[config.mk]
export PLATFORM = sky130hd
export DESIGN_NAME = immediate_gen_stage
export DESIGN_NICKNAME = d
export VERILOG_FILES = /design/src/rtl/defaultParametersPkg.sv /design/src/rtl/immediate_extract.sv /design/src/rtl/immediate_gen_stage.sv
export SDC_FILE = /design/constraint.sdc
export NUM_CORES = 1
export LEC_CHECK = 0
export ABC_AREA = 1
export ABC_CLOCK_PERIOD_IN_PS = 2200
export BUFFER_PORTS_ARGS = -buffer_cell sky130_fd_sc_hd__buf_4
export CAP_MARGIN = 15
export CORE_MARGIN = 2
export CORE_UTILIZATION = 58
export DETAILED_ROUTE_END_ITERATION = 6
export HOLD_SLACK_MARGIN = 0.1
export PLACE_DENSITY = 0.78
export SETUP_SLACK_MARGIN = 0.15
export SLEW_MARGIN = 20
export SYNTH_ARGS = -nofsm -noshare
export SYNTH_HDL_FRONTEND = slang
export SYNTH_SLANG_ARGS = --single-unit
export TNS_END_PERCENT = 5
[constraint.sdc]
create_clock -name clk -period 2.2 [get_ports clk]
set_input_delay 0.22 -clock clk [delete_from_list [all_inputs] [get_ports clk]]
set_output_delay 0.22 -clock clk [all_outputs]
set_load 0.005 [all_outputs]
[src/rtl/defaultParametersPkg.sv]
// Shared decode-pipeline parameters: opcode constants
// and the immediate format tag.
package defaultParametersPkg;

    localparam logic [6:0] IType       = 7'b0010011;
    localparam logic [6:0] ITypeLoad   = 7'b0000011;
    localparam logic [6:0] ITypeJALR   = 7'b1100111;
    localparam logic [6:0] SType       = 7'b0100011;
    localparam logic [6:0] BType       = 7'b1100011;
    localparam logic [6:0] UType       = 7'b0110111;
    localparam logic [6:0] UTypeLUI    = 7'b0110111;
    localparam logic [6:0] UTypeAUIPC  = 7'b0010111;
    localparam logic [6:0] JType       = 7'b1101111;
    localparam logic [6:0] OpImm32Type = 7'b0011011;
    localparam logic [6:0] SystemType  = 7'b1110011;

    typedef enum logic [3:0] {
        IMM_NONE    = 4'd0,
        IMM_I       = 4'd1,
        IMM_S       = 4'd2,
        IMM_B       = 4'd3,
        IMM_U       = 4'd4,
        IMM_J       = 4'd5,
        IMM_SHAMT   = 4'd6,
        IMM_CSRUIMM = 4'd7
    } immFormat_t;

endpackage

[src/rtl/immediate_extract.sv]
// Combinational immediate extraction: picks the immediate
// form from the opcode and extends it to XLEN bits.
module immediate_extract
    import defaultParametersPkg::*;
#(
    parameter int XLEN = 32
) (
    input  logic [31:0]     instr_i,
    output logic [XLEN-1:0] imm_o,
    output immFormat_t      fmt_o
);

    logic [6:0]  opcode;
    logic [2:0]  funct3;
    logic        sgn;
    logic        isShift;
    logic [63:0] iImm;
    logic [63:0] sImm;
    logic [63:0] bImm;
    logic [63:0] uImm;
    logic [63:0] jImm;
    logic [63:0] shImm;
    logic [63:0] shwImm;
    logic [63:0] csrImm;
    logic [63:0] wide;

    assign opcode  = instr_i[6:0];
    assign funct3  = instr_i[14:12];
    assign sgn     = instr_i[31];
    assign isShift = (funct3 == 3'b001) || (funct3 == 3'b101);

    // All forms are built 64 bits wide and narrowed to XLEN at the end.
    assign iImm   = {{52{sgn}}, instr_i[31:20]};
    assign sImm   = {{52{sgn}}, instr_i[31:25], instr_i[11:7]};
    assign bImm   = {{51{sgn}}, instr_i[31], instr_i[7],
                     instr_i[30:25], instr_i[11:8], 1'b0};
    assign uImm   = {{32{sgn}}, instr_i[31:12], 12'b0};
    assign jImm   = {{43{sgn}}, instr_i[31], instr_i[19:12],
                     instr_i[20], instr_i[30:21], 1'b0};
    assign shImm  = (XLEN == 64) ? {58'b0, instr_i[25:20]}
                                 : {59'b0, instr_i[24:20]};
    assign shwImm = {59'b0, instr_i[24:20]};
    assign csrImm = {59'b0, instr_i[19:15]};

    // Select immediate and tag by opcode; anything unrecognised is NONE/0.
    always_comb begin
        wide  = '0;
        fmt_o = IMM_NONE;
        case (opcode)
            IType: begin
                if (isShift) begin
                    fmt_o = IMM_SHAMT;
                    wide  = shImm;
                end else begin
                    fmt_o = IMM_I;
                    wide  = iImm;
                end
            end
            ITypeLoad, ITypeJALR: begin
                fmt_o = IMM_I;
                wide  = iImm;
            end
            OpImm32Type: begin
                if (XLEN == 64) begin
                    if (funct3 == 3'b000) begin
                        fmt_o = IMM_I;
                        wide  = iImm;
                    end else if (isShift) begin
                        fmt_o = IMM_SHAMT;
                        wide  = shwImm;
                    end
                end
            end
            SType: begin
                fmt_o = IMM_S;
                wide  = sImm;
            end
            BType: begin
                fmt_o = IMM_B;
                wide  = bImm;
            end
            UTypeLUI, UTypeAUIPC: begin
                fmt_o = IMM_U;
                wide  = uImm;
            end
            JType: begin
                fmt_o = IMM_J;
                wide  = jImm;
            end
            SystemType: begin
                if (funct3[2]) begin
                    fmt_o = IMM_CSRUIMM;
                    wide  = csrImm;
                end
            end
            default: ;
        endcase
    end

    assign imm_o = XLEN'(wide);

endmodule

[src/rtl/immediate_gen_stage.sv]
// Registered immediate-generation stage with valid/ready
// handshake and optional two-entry skid buffer.
module immediate_gen_stage
    import defaultParametersPkg::*;
#(
    parameter int XLEN        = 32,
    parameter bit SKID_ENABLE = 1'b1
) (
    input  logic            clk,
    input  logic            resetN,
    input  logic            flush,
    input  logic            inValid,
    output logic            inReady,
    input  logic [31:0]     instruction,
    input  logic [XLEN-1:0] pc,
    output logic            outValid,
    input  logic            outReady,
    output logic [XLEN-1:0] immediateValue,
    output immFormat_t      immFormat,
    output logic [XLEN-1:0] targetAddress,
    output logic [XLEN-1:0] pcOut
);

    typedef struct packed {
        logic [XLEN-1:0] imm;
        immFormat_t      fmt;
        logic [XLEN-1:0] tgt;
        logic [XLEN-1:0] pc;
    } entry_t;

    logic [XLEN-1:0] extImm;
    immFormat_t      extFmt;
    entry_t          new_d;
    entry_t          out_q;
    entry_t          skid_q;
    logic            outValid_q;
    logic            skidValid_q;
    logic            inXfer;
    logic            outFree;

    immediate_extract #(
        .XLEN (XLEN)
    ) u_extract (
        .instr_i (instruction),
        .imm_o   (extImm),
        .fmt_o   (extFmt)
    );

    // Build the candidate entry, including the PC-relative target.
    always_comb begin
        new_d.imm = extImm;
        new_d.fmt = extFmt;
        new_d.tgt = pc + extImm;
        new_d.pc  = pc;
    end

    // Skid mode accepts whenever the skid slot is free; plain mode
    // accepts only when the output slot is empty or draining.
    assign inReady = SKID_ENABLE ? !skidValid_q
                                 : (!outValid_q || outReady);
    assign inXfer  = inValid && inReady;
    assign outFree = !outValid_q || outReady;

    // Output/skid occupancy: drain skid first, else load new entry;
    // a stalled output parks a new entry in the skid slot.
    always_ff @(posedge clk or negedge resetN) begin
        if (!resetN) begin
            outValid_q  <= 1'b0;
            skidValid_q <= 1'b0;
            out_q       <= '0;
            skid_q      <= '0;
        end else if (flush) begin
            outValid_q  <= 1'b0;
            skidValid_q <= 1'b0;
        end else if (outFree) begin
            if (skidValid_q) begin
                out_q       <= skid_q;
                outValid_q  <= 1'b1;
                skidValid_q <= 1'b0;
            end else if (inXfer) begin
                out_q      <= new_d;
                outValid_q <= 1'b1;
            end else begin
                outValid_q <= 1'b0;
            end
        end else if (inXfer) begin
            skid_q      <= new_d;
            skidValid_q <= 1'b1;
        end
    end

    assign outValid       = outValid_q;
    assign immediateValue = out_q.imm;
    assign immFormat      = out_q.fmt;
    assign targetAddress  = out_q.tgt;
    assign pcOut          = out_q.pc;

endmodule

Yosys cells after proc, flatten, opt, wreduce, memory -nomap -nowiden
Cells that the tools add are included.
- flip-flop bits (word level): 202
- bits in latches: 0
- memory bits (writable): 0
- ROM bits: 0
- memories kept: 0
- add/sub/neg operators: 1
- multipliers: 0
- div/mod/pow operators: 0
- magnitude comparators: 0
- equality and inequality tests: 11
- shifts and indexed selects: 0
- mux-type cells: 15
- bitwise gates (word level): 2
- reductions and logical operators: 12
- operators with widths (cell ; count):
    one-hot mux 32 bit (7 select lines) ; 1
    two-way mux 100 bit ; 2
    adder 32 bit ; 1
    two-way mux 32 bit ; 1
    == test 7 bit (second input constant) ; 4
    one-hot mux 4 bit (7 select lines) ; 1
    == test 7 x 5 -> 1 bit (second input constant) ; 2
    == test 7 x 6 -> 1 bit (second input constant) ; 2
    == test 7 x 2 -> 1 bit (second input constant) ; 1
    two-way mux 1 bit ; 7
    two-way mux 3 bit ; 2
    AND reduction 3 bit ; 2
    two-way mux 5 bit ; 1
    nonzero test 2 bit ; 2
    OR reduction 2 bit ; 2
    == test 3 x 1 -> 1 bit (second input constant) ; 1
    == test 3 bit (second input constant) ; 1
    nonzero test 3 bit ; 1
    zero test 1 bit ; 2
    logical OR 1 bit ; 2
    NOT 1 bit ; 2
    logical AND 1 bit ; 1

Logic depth before layout (Yosys ltp)
Gate-level depths: netlist of run 1.
- depth in word-level cells: 7
- depth in mapped cells: 26

Hierarchy
From an unflattened synthesis of run 1, not the netlist that was laid out.
- cell total of the unflattened synthesis: 1709
- area total of the unflattened synthesis: 11915.2 um^2
- modules (own cells, without submodules) (module ; times used ; cells each ; area each (um^2) ; sequential area each (um^2)):
    immediate_gen_stage ; 1 ; 1496 ; 11001.8 ; 5054.8
    immediate_extract ; 1 ; 213 ; 913.4 ; 0.0

Least setup slack after synthesis of run 1
Ideal clock, no wire load.
- kind: input -> register
- start point: in instruction[1]
- end point: reg skid_q[62] (netlist name)
- setup time: 131 ps
- arrival: 2536 ps
- required time: 2069 ps
- path slack: -466 ps
- stages: 21
- path through: nand2_1 nor2_4 nand4_1 nor2_2 nand2_1 nand3_1 ha_1 inv_1 fa_1 inv_1 nand3_1 nand2_1 nand2_1 nand2_1 nand3_1 nand2_1 nand2_1 nand3_1 nand2_1 nand2_1 o21ai_0
- longest elaborated chain between the ends: 4
- ends and longest elaborated chain (item ; line ; text):
    start, declared ; immediate_gen_stage.sv:14 ; input logic [31:0] instruction,
    == test 7 x 6 -> 1 bit (tied with other cells) ; immediate_extract.sv:49 ; case (opcode)
    OR reduction 2 bit ; immediate_extract.sv:49 ;
    one-hot mux 32 bit (7 select lines) (*) ; immediate_extract.sv:49 ;
    via extImm[0] ; immediate_gen_stage.sv:31 ; logic [XLEN-1:0] extImm;
    adder 32 bit (*) ; immediate_gen_stage.sv:53 ; new_d.tgt = pc + extImm;
    end signal, assigned ; immediate_gen_stage.sv:87 ; skid_q <= new_d;
    end, declared ; immediate_gen_stage.sv:35 ; entry_t skid_q;
The timed path passes the listed nets; every way through them passes the cells marked *.
A chain may end at the register's enable or synchronous reset.

Worst setup path in the final report of run 1
- start point: in instruction[1]
- end point: reg out_q (netlist bit targetAddress[31])
- longest elaborated chain between the ends: 6
- ends and longest elaborated chain (item ; line ; text):
    == test 7 x 6 -> 1 bit (tied with other cells) ; immediate_extract.sv:49 ;
    OR reduction 2 bit ; immediate_extract.sv:49 ;
    one-hot mux 32 bit (7 select lines) (*) ; immediate_extract.sv:49 ;
    via extImm[23] ; immediate_gen_stage.sv:31 ;
    adder 32 bit (*) ; immediate_gen_stage.sv:53 ;
    two-way mux 100 bit (*) ; immediate_gen_stage.sv:80 ; end else if (inXfer) begin
    two-way mux 100 bit (*) ; immediate_gen_stage.sv:76 ; if (skidValid_q) begin
    end signal, assigned ; immediate_gen_stage.sv:77 ; out_q <= skid_q;
    end signal, assigned ; immediate_gen_stage.sv:81 ; out_q <= new_d;
    end, declared ; immediate_gen_stage.sv:34 ; entry_t out_q;
The timed path passes the listed nets; every way through them passes the cells marked *. The select of a mux whose other input is x is not followed.

==> results of run 1 <==
[cell type report]
type / instances / area, µm²
multi-input cells: 1087 / 6520
flip-flops and latches: 200 / 5010
repair buffers: 367 / 2950
fillers: 1112 / 2870
inverters: 164 / 652
clock buffers: 18 / 439
well taps: 260 / 325
clock inverters: 13 / 131
[worst max-delay path, delay by kind of cell]
family / cells / cell delay, ps
AOI/OAI and AO/OA: 1 / 300
and+or+nand+nor: 14 / 1340
adders and majority gates: 1 / 330
buffers and inverters: 8 / 890
[stage by stage]
step	cell area [µm²]	worst slack [ps]	util, %	total power [mW]	TNS, ps
2_1_floorplan	11300	-311	-	5.72	-9420
3_3_place_gp	14000	-889	73.9	6.81	-40530
3_5_place_dp	14000	-857	73.9	6.91	-41370
4_1_cts	15500	-131	82.0	10.1	-2910
5_1_grt	16000	-766	84.8	10.8	-19890
6_report	16000	-559	84.8	10.3	-13310
[worst paths after layout]
| check | start | endpoint | depth (start not counted) |
|---|---|---|---|
| max | instruction[1] | targetAddress[31]$_DFFE_PN0P_ | 24 |
| min | flush | skidValid_q$_DFFE_PN0P_ | 4 |
| max reg2reg | outValid$_DFFE_PN0N_ | skid_q[79]$_DFFE_PN0P_ | 7 |
| min reg2reg | skid_q[27]$_DFFE_PN0P_ | skid_q[27]$_DFFE_PN0P_ | 2 |
| max in group asynchronous | resetN | targetAddress[0]$_DFFE_PN0P_ | 3 |
| min in group asynchronous | resetN | pcOut[6]$_DFFE_PN0P_ | 2 |
[cell families after synthesis]
kind of cell               after synthesis  synth area share [%]
buffers and inverters                  230                  7.97
AOI/OAI and AO/OA                      343                  17.3
xor gates and xnor gates                13                  1.01
and+or+nand+nor                        698                  25.6
adders and majority gates               32                  3.63
DFF                                    200                  44.5
other                                    1                0.0333
[per-layer routing]
metal  up-vias  track usage [%]  wire [µm]
li1       5510                -          -
met1      5836             52.4      16000
met2       791             59.9      19400
met3       201             4.96       4090
met4         0             15.4       2200
met5         -                0          0
[what timing repair did]
| action | in CTS | in global routing |
|---|---|---|
| buffers inserted | 12 | 7 |
| resized for setup | 145 | 111 |
| hold endpoints to repair | 82 | 0 |
| hold buffers | 17 | 0 |
| pin swaps | 43 | 40 |
| endpoints found under the setup margin | 58 | 60 |
[state kept, by name (all words and copies together) (netlist names)]
| register | count |
|---|---|
| immediateValue | 32 |
| targetAddress | 32 |
| pcOut | 32 |
| outValid | 1 |
| skid_q | 99 |
| skidValid_q | 1 |
| immFormat | 3 |
[power breakdown]
part | internal (mW) | total, mW | switching (mW)
clock | 1.53 | 3.15 | 1.61
sequential | 4.36 | 4.74 | 0.382
combinational | 1.14 | 2.46 | 1.31
total | 7.03 | 10.3 | 3.31
[cell usage in the layout, fill, tap and decap left out, types with 8 or more instances in the layout]
cell / n
dlygate4sd3_1: 17
a21oi_1: 51
nand2_2: 48
nor2_2: 16
buf_12: 9
buf_4: 332
nand3_1: 29
nor2_4: 10
o21a_1: 8
nand3_4: 10
nand2_1: 440
a31oi_1: 8
clkbuf_16: 17
ha_4: 31
nand4_1: 12
o21ai_1: 43
nand3_2: 16
nor2_1: 82
nand2_4: 20
inv_1: 151
o21ai_0: 176
dfrtp_1: 199
buf_6: 8
a21oi_2: 25
==> summary.md, run 1 <==
| Metric | Value |
|---|---|
| Gpl congestion | ~1.0 |
| Crit-path cells | buf_4 -> nand2_4 -> nor2_1 -> buf_4 -> nand2_1 -> inv_1 -> a21oi_1 -> nand2_4 -> ha_4 -> nand2_1 -> inv_1 -> nand2_1 -> inv_1 -> nand2_1 -> inv_1 -> nand2_1 -> nand2_1 -> inv_1 -> nand2_4 -> inv_1 -> nand3_1 -> nand3_1 -> nand2_1 -> nand2_1 |
| Drt total wl | between 40000 and 50000 µm |
| Worst min-delay path class | input pin to flip-flop |
| Chip width | roughly 140 µm |
| Final Hold Fails | 0 |
| H-tree levels | 4 |
| Setup CP Type | input pin to flip-flop |
| CP peak stage delay | between 300 and 400 ps |
| Crit share post-route | 125% |
| # IOs | 171 |
| DR vias/cell | 5.85 |
| Number of flops mapped to enable cells by yosys | 0 |
| Status | finished with violations |
| DRC | 15 |
| HPWL after DPL | between 20000 and 30000 µm |
| Ranking of synthesized cells by area | dfrtp_1 44%, nand2_1 17%, o21ai_0 9.0%, inv_1 5.3%, ha_1 3.4% |
| Most numerous cell in the Yosys netlist | nand2_1 |
| Distinct cells, synth | 43 |
| Core area | between 15000 and 20000 µm² |
| DR vias | 12300 |
| Inst Count DP | just over 2000 |
| Max_cap viols | 0 |
| Minimum clock period | 2760 ps |
| Clock sinks | 200 |
| Clock skew | between 10 and 15 ps |
| First-pass GRT wire length | about 60000 µm |
| Setup crit end kind | flip-flop |
| Slew Viols, Final | 0 |
| RSZ-0062 raised after global routing | true |
| Failing checks | design-rule violations, negative setup slack |
| Critical path's most frequent cell | nand2_1 |
| Max clock buf depth | 2 |
| Drt wl/cell | between 15 and 20 µm |
| CTS tree | done |
| Power density over cell area | ~650 nW/µm² |
| Total gr overflow | 0 |
| Worst skew pair latency | about 450 ps |
| Flop2flop setup slack | roughly 260 ps |
| Worst-path clk slew | approximately 70 ps |
| Fraction of layout instances using a drive strength above 1 | about 33% |
| Post-synth top area cell | dfrtp_1 |
| Pre-Repair DR Iteration Count | 7 |
| PortBufs | between 150 and 200 |
| Num rows | 50 |
| Mapped Area | 11200 µm² |
| Leakage | approximately 8.4 nW |
| Vias in the first global route | 11400 |
| Fraction of registers with async set/reset | 100% |
| Main synth FF type | dfrtp_1 |
| Syn_nets | 1618 |
| Final worst slack | -559 ps |
| CP startpoint kind | input pin |
| Worst vdd ir | between 0.5 and 0.6 mV |
| Synth top area share | 44.5% |
| CP Max Fanout | 4 |
| CP arrival | slightly above 3000 ps |
| Post-layout nets | roughly 1900 |
| Max Clock Freq | around 360 MHz |
| Post-synthesis sequential area ratio | 44.5% |
| Worst-Margin Slew | 966 ps |
| Slew HR | between 30% and 40% |
| GRT Overall Usage | 37.6% |
| DRT antenna net count | 0 |
| Synth Instances | between 1500 and 2000 |
| Worst Path Required | approximately 2500 ps |
| #FFs+latches synth | 200 |
| Final setup viols | 56 |
| Ant. Diodes | 0 |
| Initial Utilization | around three fifths |
| CP max-delay cell | ha_4 |
| Synth cell count leaders | 499 x nand2_1, 202 x o21ai_0, 200 x dfrtp_1 |
| Layout Cells excl Fill | around 2100 |
| WHS | 90.3 ps |
| Die Area | 20500 µm² |
| Clk root buf | clkbuf_16 |
| Largest net degree at the start of global routing | 115 |
| Die Height | roughly 140 µm |
| Synth Warn # | 0 |
| Post-Syn Area per Cell | 7.42 µm² |
| Area Growth Syn to Fin | 42.4% |
| Initial antenna violation count | 0 |
| Initial DRC count | approximately 1400 |
| Number of buffers created by CTS | 17 |
Note: power is estimated with default switching activity, not from simulation.
==> inputs of run 2 (changes only) <==
Settings changed: CORE_MARGIN 2 to unset, PLACE_DENSITY 0.78 to 0.89.
==> run 2 against run 1 <==
Compared with the run above:
- the flow still finishes with violations (design-rule violations, negative setup slack)
- largest power group unchanged
- maximum frequency fell by 0.95%
- die area fell by 2.8%
- critical endpoint is now targetAddress[18]$_DFFE_PN0P_
- total power increased by 1.7%
- largest cell class unchanged
- clock power is 3% higher
- routed wire length grew 6.4%
- core utilization rose by 1.0 points
- sequential power about the same
==> summary.md, run 2 (synthesis results as in run 1) <==
| Metric | Value |
|---|---|
| Status | finished with violations |
| Failing checks | design-rule violations, negative setup slack |
| Flop2flop setup slack | 280 ps |
| Max_cap viols | 0 |
| CTS tree | done |
| Ant. Diodes | 0 |
| Clock skew | a little over 9 ps |
| Num rows | 50 |
| Commonest non-fill, non-tap cell in the layout | nand2_1 |
| DR vias | about 13000 |
| Post-layout nets | 1937 |
| Largest net degree at the start of global routing | 86 |
| # IOs | 171 |
| Hold Path Depth | 3 |
| Crit-path cells | buf_12 -> inv_12 -> nand2_4 -> nor2_4 -> nand4_1 -> nor2_2 -> nor4_4 -> buf_6 -> nor2_4 -> ha_4 -> buf_6 -> a21oi_4 -> buf_4 -> o21ai_0 -> nand2_1 -> nand2_1 -> nand2_1 -> nand3_1 -> nand2_1 -> nand2_1 -> nor2_1 -> o21ai_1 |
| CP peak stage delay | about 300 ps |
| Worst min-delay path class | input pin to flip-flop |
| Gpl congestion | 1.05 |
| GRT Overall Usage | around two fifths |
| HPWL after DPL | roughly 26000 µm |
| Drt wl/cell | 21.1 µm |
| Vias in the first global route | approximately 11000 |
| Worst hold endpoint | skid_q[19]$_DFFE_PN0P_ |
| Number of buffers created by CTS | 17 |
| Worst Path Required | 2530 ps |
| Setup CP Type | input pin to flip-flop |
| Core area | 18800 µm² |
| Most frequent cells in the layout | 423 x nand2_1, 331 x buf_4, 199 x dfrtp_1 |
| Clk root buf | clkbuf_16 |
| H-tree levels | 4 |
| Register bank with the most flops | skid_q |
| Worst vdd ir | 0.565 mV |
| Die Area | roughly 20000 µm² |
| CP arrival | about 3100 ps |
| CP top delay family | simple AND/OR/NAND/NOR gates |
| Layout Cells excl Fill | ~2100 |
| RSZ-0062 raised after global routing | true |
| Largest register FFs | between 90 and 100 |
| Clock sinks | 200 |
| First-pass GRT wire length | around 60000 µm |
| Power density over cell area | about 650 nW/µm² |
| Inst Count DP | 2033 |
| Pre-Repair DR Iteration Count | 7 |
| Leakage | 8.38 nW |
| RR Startpoint | skidValid_q$_DFFE_PN0P_ |
| Critical path's most frequent cell | nand2_1 |
| CP max-delay cell | ha_4 |
| Chip width | 141 µm |
| Fraction of layout instances using a drive strength above 1 | a little over a third |
| Worst-Margin Slew | roughly 950 ps |
| FF-to-FF End | immediateValue[2]$_DFFE_PN0P_ |
| Area Growth Syn to Fin | 43.7% |
| Final worst slack | -585 ps |
| Slew Viols, Final | 0 |
| Drt total wl | 44400 µm |
| Initial DRC count | around 1700 |
| WP buf/inv | 5 |
| Setup crit end kind | flip-flop |
| R2R depth | 7 |
| CP Max Fanout | 6 |
| Worst skew pair latency | about 450 ps |
| Max clock buf depth | 2 |
| Initial antenna violation count | 0 |
| Crit share post-route | 127% |
| Instance count on the critical path | 22 |
| Slew HR | approximately 36% |
| Final Hold Fails | 0 |
| CP startpoint kind | input pin |
| Die Height | approximately 140 µm |
| Total gr overflow | 0 |
| Power, Total | between 10 and 15 mW |
| Hold_sp | pc[19] |
| Worst-path clk slew | 80 ps |
| Final setup viols | 57 |
| Max Clock Freq | between 300 and 400 MHz |
| Minimum clock period | roughly 2800 ps |
| DR vias/cell | just over 6 |
| PortBufs | ~170 |
| Initial Utilization | approximately 60% |
| DRC | 3 |
| DRT antenna net count | 0 |
-- run 2: cell types whose count changed in the layout (fill, tap and decap cells not counted), moves of 6 or more --
cell	change
a21oi_2	-6
a21oi_4	+8
inv_1	-6
nand2_1	-17
nand2_2	+18
nor2_1	-12
nor2_4	+7
-- run 2: metrics by stage --
stage	instance area [µm²]	setup WS, ps	hold slack [ps]	utilization [%]	setup TNS [ps]
2_1_floorplan	11300	-311	-75.6	-	-9420
3_3_place_gp	13900	-926	210	73.8	-38980
3_5_place_dp	13900	-895	209	73.8	-40770
4_1_cts	15300	-206	101	81.4	-5430
5_1_grt	16200	-720	96.7	85.8	-22960
6_report	16200	-585	90.8	85.8	-20620
-- run 2: metal layers --
metal,wire length (µm),GRT usage (%)
met1,16000,51.5
met2,19700,63.8
met3,5210,5.80
met4,3490,18.0
met5,0,0
-- run 2: area by class of cell --
type	count	area, µm²
multi-input combinational	1087	6640
sequential	200	5010
timing repair buffer	366	2960
fill	1019	2670
inverter	164	648
clock buffer	17	425
tap	260	325
clock inverter	14	161
-- run 2: how the worst max path moves through the flow --
stage | startpoint | endpoint | slack [ps]
floorplan | instruction[3] | targetAddress[26]$_DFFE_PN0P_ | -310
global placement | instruction[3] | targetAddress[19]$_DFFE_PN0P_ | -930
detailed placement | instruction[3] | targetAddress[19]$_DFFE_PN0P_ | -900
CTS | instruction[1] | targetAddress[19]$_DFFE_PN0P_ | -210
global route | instruction[3] | targetAddress[18]$_DFFE_PN0P_ | -720
finish | instruction[3] | targetAddress[18]$_DFFE_PN0P_ | -580
-- run 2: where the power goes --
group | leakage [nW] | total, mW | switching, mW | internal [mW]
clock network | 0.286 | 3.23 | 1.61 | 1.62
registers | 2.55 | 4.75 | 0.392 | 4.36
logic | 5.55 | 2.54 | 1.39 | 1.16
-- run 2: worst register-to-register path, stage by stage (launching register included) --
cell and delay (ps):
dfrtp_2 380, nor2_1 60, nor2_1 170, nand2_4 200, inv_1 110, buf_4 350, o21ai_0 250, o21ai_0 290
-- run 2: timing repair --
item                                    in CTS  in global routing
pin swaps                                   36                 78
hold buffers                                14                  0
gates resized for setup                    125                174
cloned                                       0                  1
endpoints found under the setup margin      57                 59
endpoints found under the hold margin       58                  0
buffers inserted                            16                 13
==> inputs of run 3 (changes only) <==
Settings changed: SETUP_SLACK_MARGIN 0.15 to unset.
==> run 3 against run 2 <==
Compared with the run above:
- the run still ends with design-rule violations, negative setup slack left
- global-route usage increased by 1.1 points
- sequential share of layout area decreased by 0.42 points
- setup slack improved by 53 ps
- worst hold slack improved by 4.2 ps
- first-iteration DRC count increased by 3.0%
- clock skew about the same
- critical path depth decreased by 2
- critical path type unchanged
==> summary.md, run 3 (synthesis results as in run 1) <==
| Metric | Value |
|---|---|
| Status | finished with violations |
| Failing checks | design-rule violations, negative setup slack |
| Worst min-delay path class | input pin to flip-flop |
| Initial DRC count | ~1700 |
| Die Area | between 15000 and 20000 µm² |
| Final instance area | ~16000 µm² |
| Initial antenna violation count | 1 |
| Drt total wl | around 46000 µm |
| GR peak layer | met2 |
| Die Height | approximately 140 µm |
| Slew Viols, Final | 0 |
| Worst Path Required | 2540 ps |
| Setup crit end kind | flip-flop |
| Slew HR | about 33% |
| Max Clock Freq | approximately 370 MHz |
| Initial Utilization | between 50% and 60% |
| Clk root buf | clkbuf_16 |
| DRT antenna net count | 0 |
| RR Startpoint | skidValid_q$_DFFE_PN0P_ |
| PortBufs | 169 |
| Register bank with the most flops | skid_q |
| Routing usage on met2 | approximately 65% |
| DR vias | roughly 13000 |
| Placement Setup Slack | -895 ps |
| Crit share post-route | 124% |
| Clock sinks | 200 |
| Setup CP Type | input pin to flip-flop |
| Commonest non-fill, non-tap cell in the layout | nand2_1 |
| Largest net degree at the start of global routing | 86 |
| Max_cap viols | 0 |
| Grt met3 use | between 6 and 7% |
| Final setup viols | 58 |
| Power density over cell area | 647 nW/µm² |
| Flop2flop setup slack | ~270 ps |
| Worst-Margin Slew | 1000 ps |
| R2R depth | 6 |
| CTS tree | done |
| Clock skew | 8.62 ps |
| Max clock buf depth | 2 |
| Area Growth Syn to Fin | 45.7% |
| Hold_sp | pc[4] |
| Pre-Repair DR Iteration Count | 7 |
| Drt wl/cell | 22.0 µm |
| Hold Path Depth | 3 |
| Total gr overflow | 0 |
| Largest register FFs | about 100 |
| H-tree levels | 4 |
| # IOs | between 150 and 200 |
| Chip width | approximately 140 µm |
| Setup TNS | -18750 ps |
| Minimum clock period | about 2700 ps |
| CP startpoint kind | input pin |
| Worst hold endpoint | skid_q[4]$_DFFE_PN0P_ |
| Final worst slack | -532 ps |
| GRT Overall Usage | between 40 and 50% |
| Fraction of layout instances using a drive strength above 1 | 36.3% |
| WHS | about 95 ps |
| Worst skew pair latency | 450 ps |
| Most frequent cells in the layout | 422 x nand2_1, 339 x buf_4, 199 x dfrtp_1 |
| Post-layout nets | just under 2000 |
| DR vias/cell | approximately 6.2 |
| Met1 Use GR | approximately 52% |
| Worst-path clk slew | 80 ps |
| RSZ-0062 raised after global routing | true |
| CP Max Fanout | 6 |
| Area after DPL | 13900 µm² |
| Number of buffers created by CTS | 17 |
| Vias in the first global route | around 12000 |
| FF-to-FF End | pcOut[20]$_DFFE_PN0P_ |
| Leakage | approximately 8.5 nW |
| Worst vdd ir | approximately 0.58 mV |
| HPWL after DPL | about 26000 µm |
| First-pass GRT wire length | between 60000 and 70000 µm |
| Num rows | 50 |
| CP arrival | 3070 ps |
| Final Hold Fails | 0 |
| DRC | 4 |
| Core area | about 19000 µm² |
| Gpl congestion | between 1 and 1.5 |
==> run 3: cell count changes in the layout (fill, tap and decap cells not counted), moves of 3 or more <==
cell / before / now
buf_12: 8 / 11
buf_4: 331 / 339
inv_1: 145 / 141
inv_2: 12 / 18
nand2_2: 66 / 60
nand2_4: 20 / 26
nor2_1: 70 / 65
nor2_4: 17 / 20
nor3_1: 7 / 4
==> run 3: layout make-up <==
| class | count | area [µm²] |
|---|---|---|
| diodes | 1 | 2.50 |
| clock buffers | 17 | 425 |
| clock inverters | 14 | 161 |
| fillers | 928 | 2440 |
| inverters | 164 | 641 |
| multi-input cells | 1087 | 6790 |
| flip-flops and latches | 200 | 5010 |
| well taps | 260 | 325 |
| repair buffers | 375 | 3040 |
==> run 3: routing by layer <==
metal,part of all wire [%],wire (µm)
met1,36,16600
met2,45,20800
met3,11,5330
met4,8.1,3790
met5,0,0
==> run 3: repair_timing <==
item                                    in CTS  in global routing
hold endpoints to repair                    58                  0
resized for setup                          146                187
pin swaps                                   44                 82
setup buffers                               21                 20
endpoints found under the setup margin      54                 58
hold buffers                                14                  0
==> run 3: metrics by stage <==
step                power (mW)  instances  util, %
floorplan                 5.72       1517        -
global placement          6.78       2033     73.8
detailed placement        6.89       2033     73.8
CTS                       10.2       2098     82.1
global route              11.0       2118     87.0
finish                    10.6       2118     87.0
==> run 3: report_power, final <==
group          internal, mW  switching (mW)
registers              4.36           0.396
clock network          1.62            1.61
logic                  1.17            1.45
==> run 3: worst max path at each step <==
stage,startpoint,to,slack [ps],cells after the start
3_5_place_dp,instruction[3],targetAddress[19]$_DFFE_PN0P_,-900,23
2_1_floorplan,instruction[3],targetAddress[26]$_DFFE_PN0P_,-310,22
3_3_place_gp,instruction[3],targetAddress[19]$_DFFE_PN0P_,-930,22
4_1_cts,instruction[2],targetAddress[28]$_DFFE_PN0P_,-200,22
5_1_grt,instruction[3],targetAddress[31]$_DFFE_PN0P_,-580,20
6_report,instruction[3],targetAddress[31]$_DFFE_PN0P_,-530,20
==> run 3: critical path, stage by stage <==
cell and delay [ps]:
buf_12 110, inv_12 40, nand2_4 40, nor2_4 170
nand4_1 230, nor2_2 230, nor4_4 60, buf_12 150
nor2_4 140, ha_4 280, a21oi_4 370, nand2_2 180
a21oi_4 220, nand2_2 100, nand2_1 110, nand2_2 110
nand3_2 110, nand3_1 70, nand2_1 60, nand2_1 60
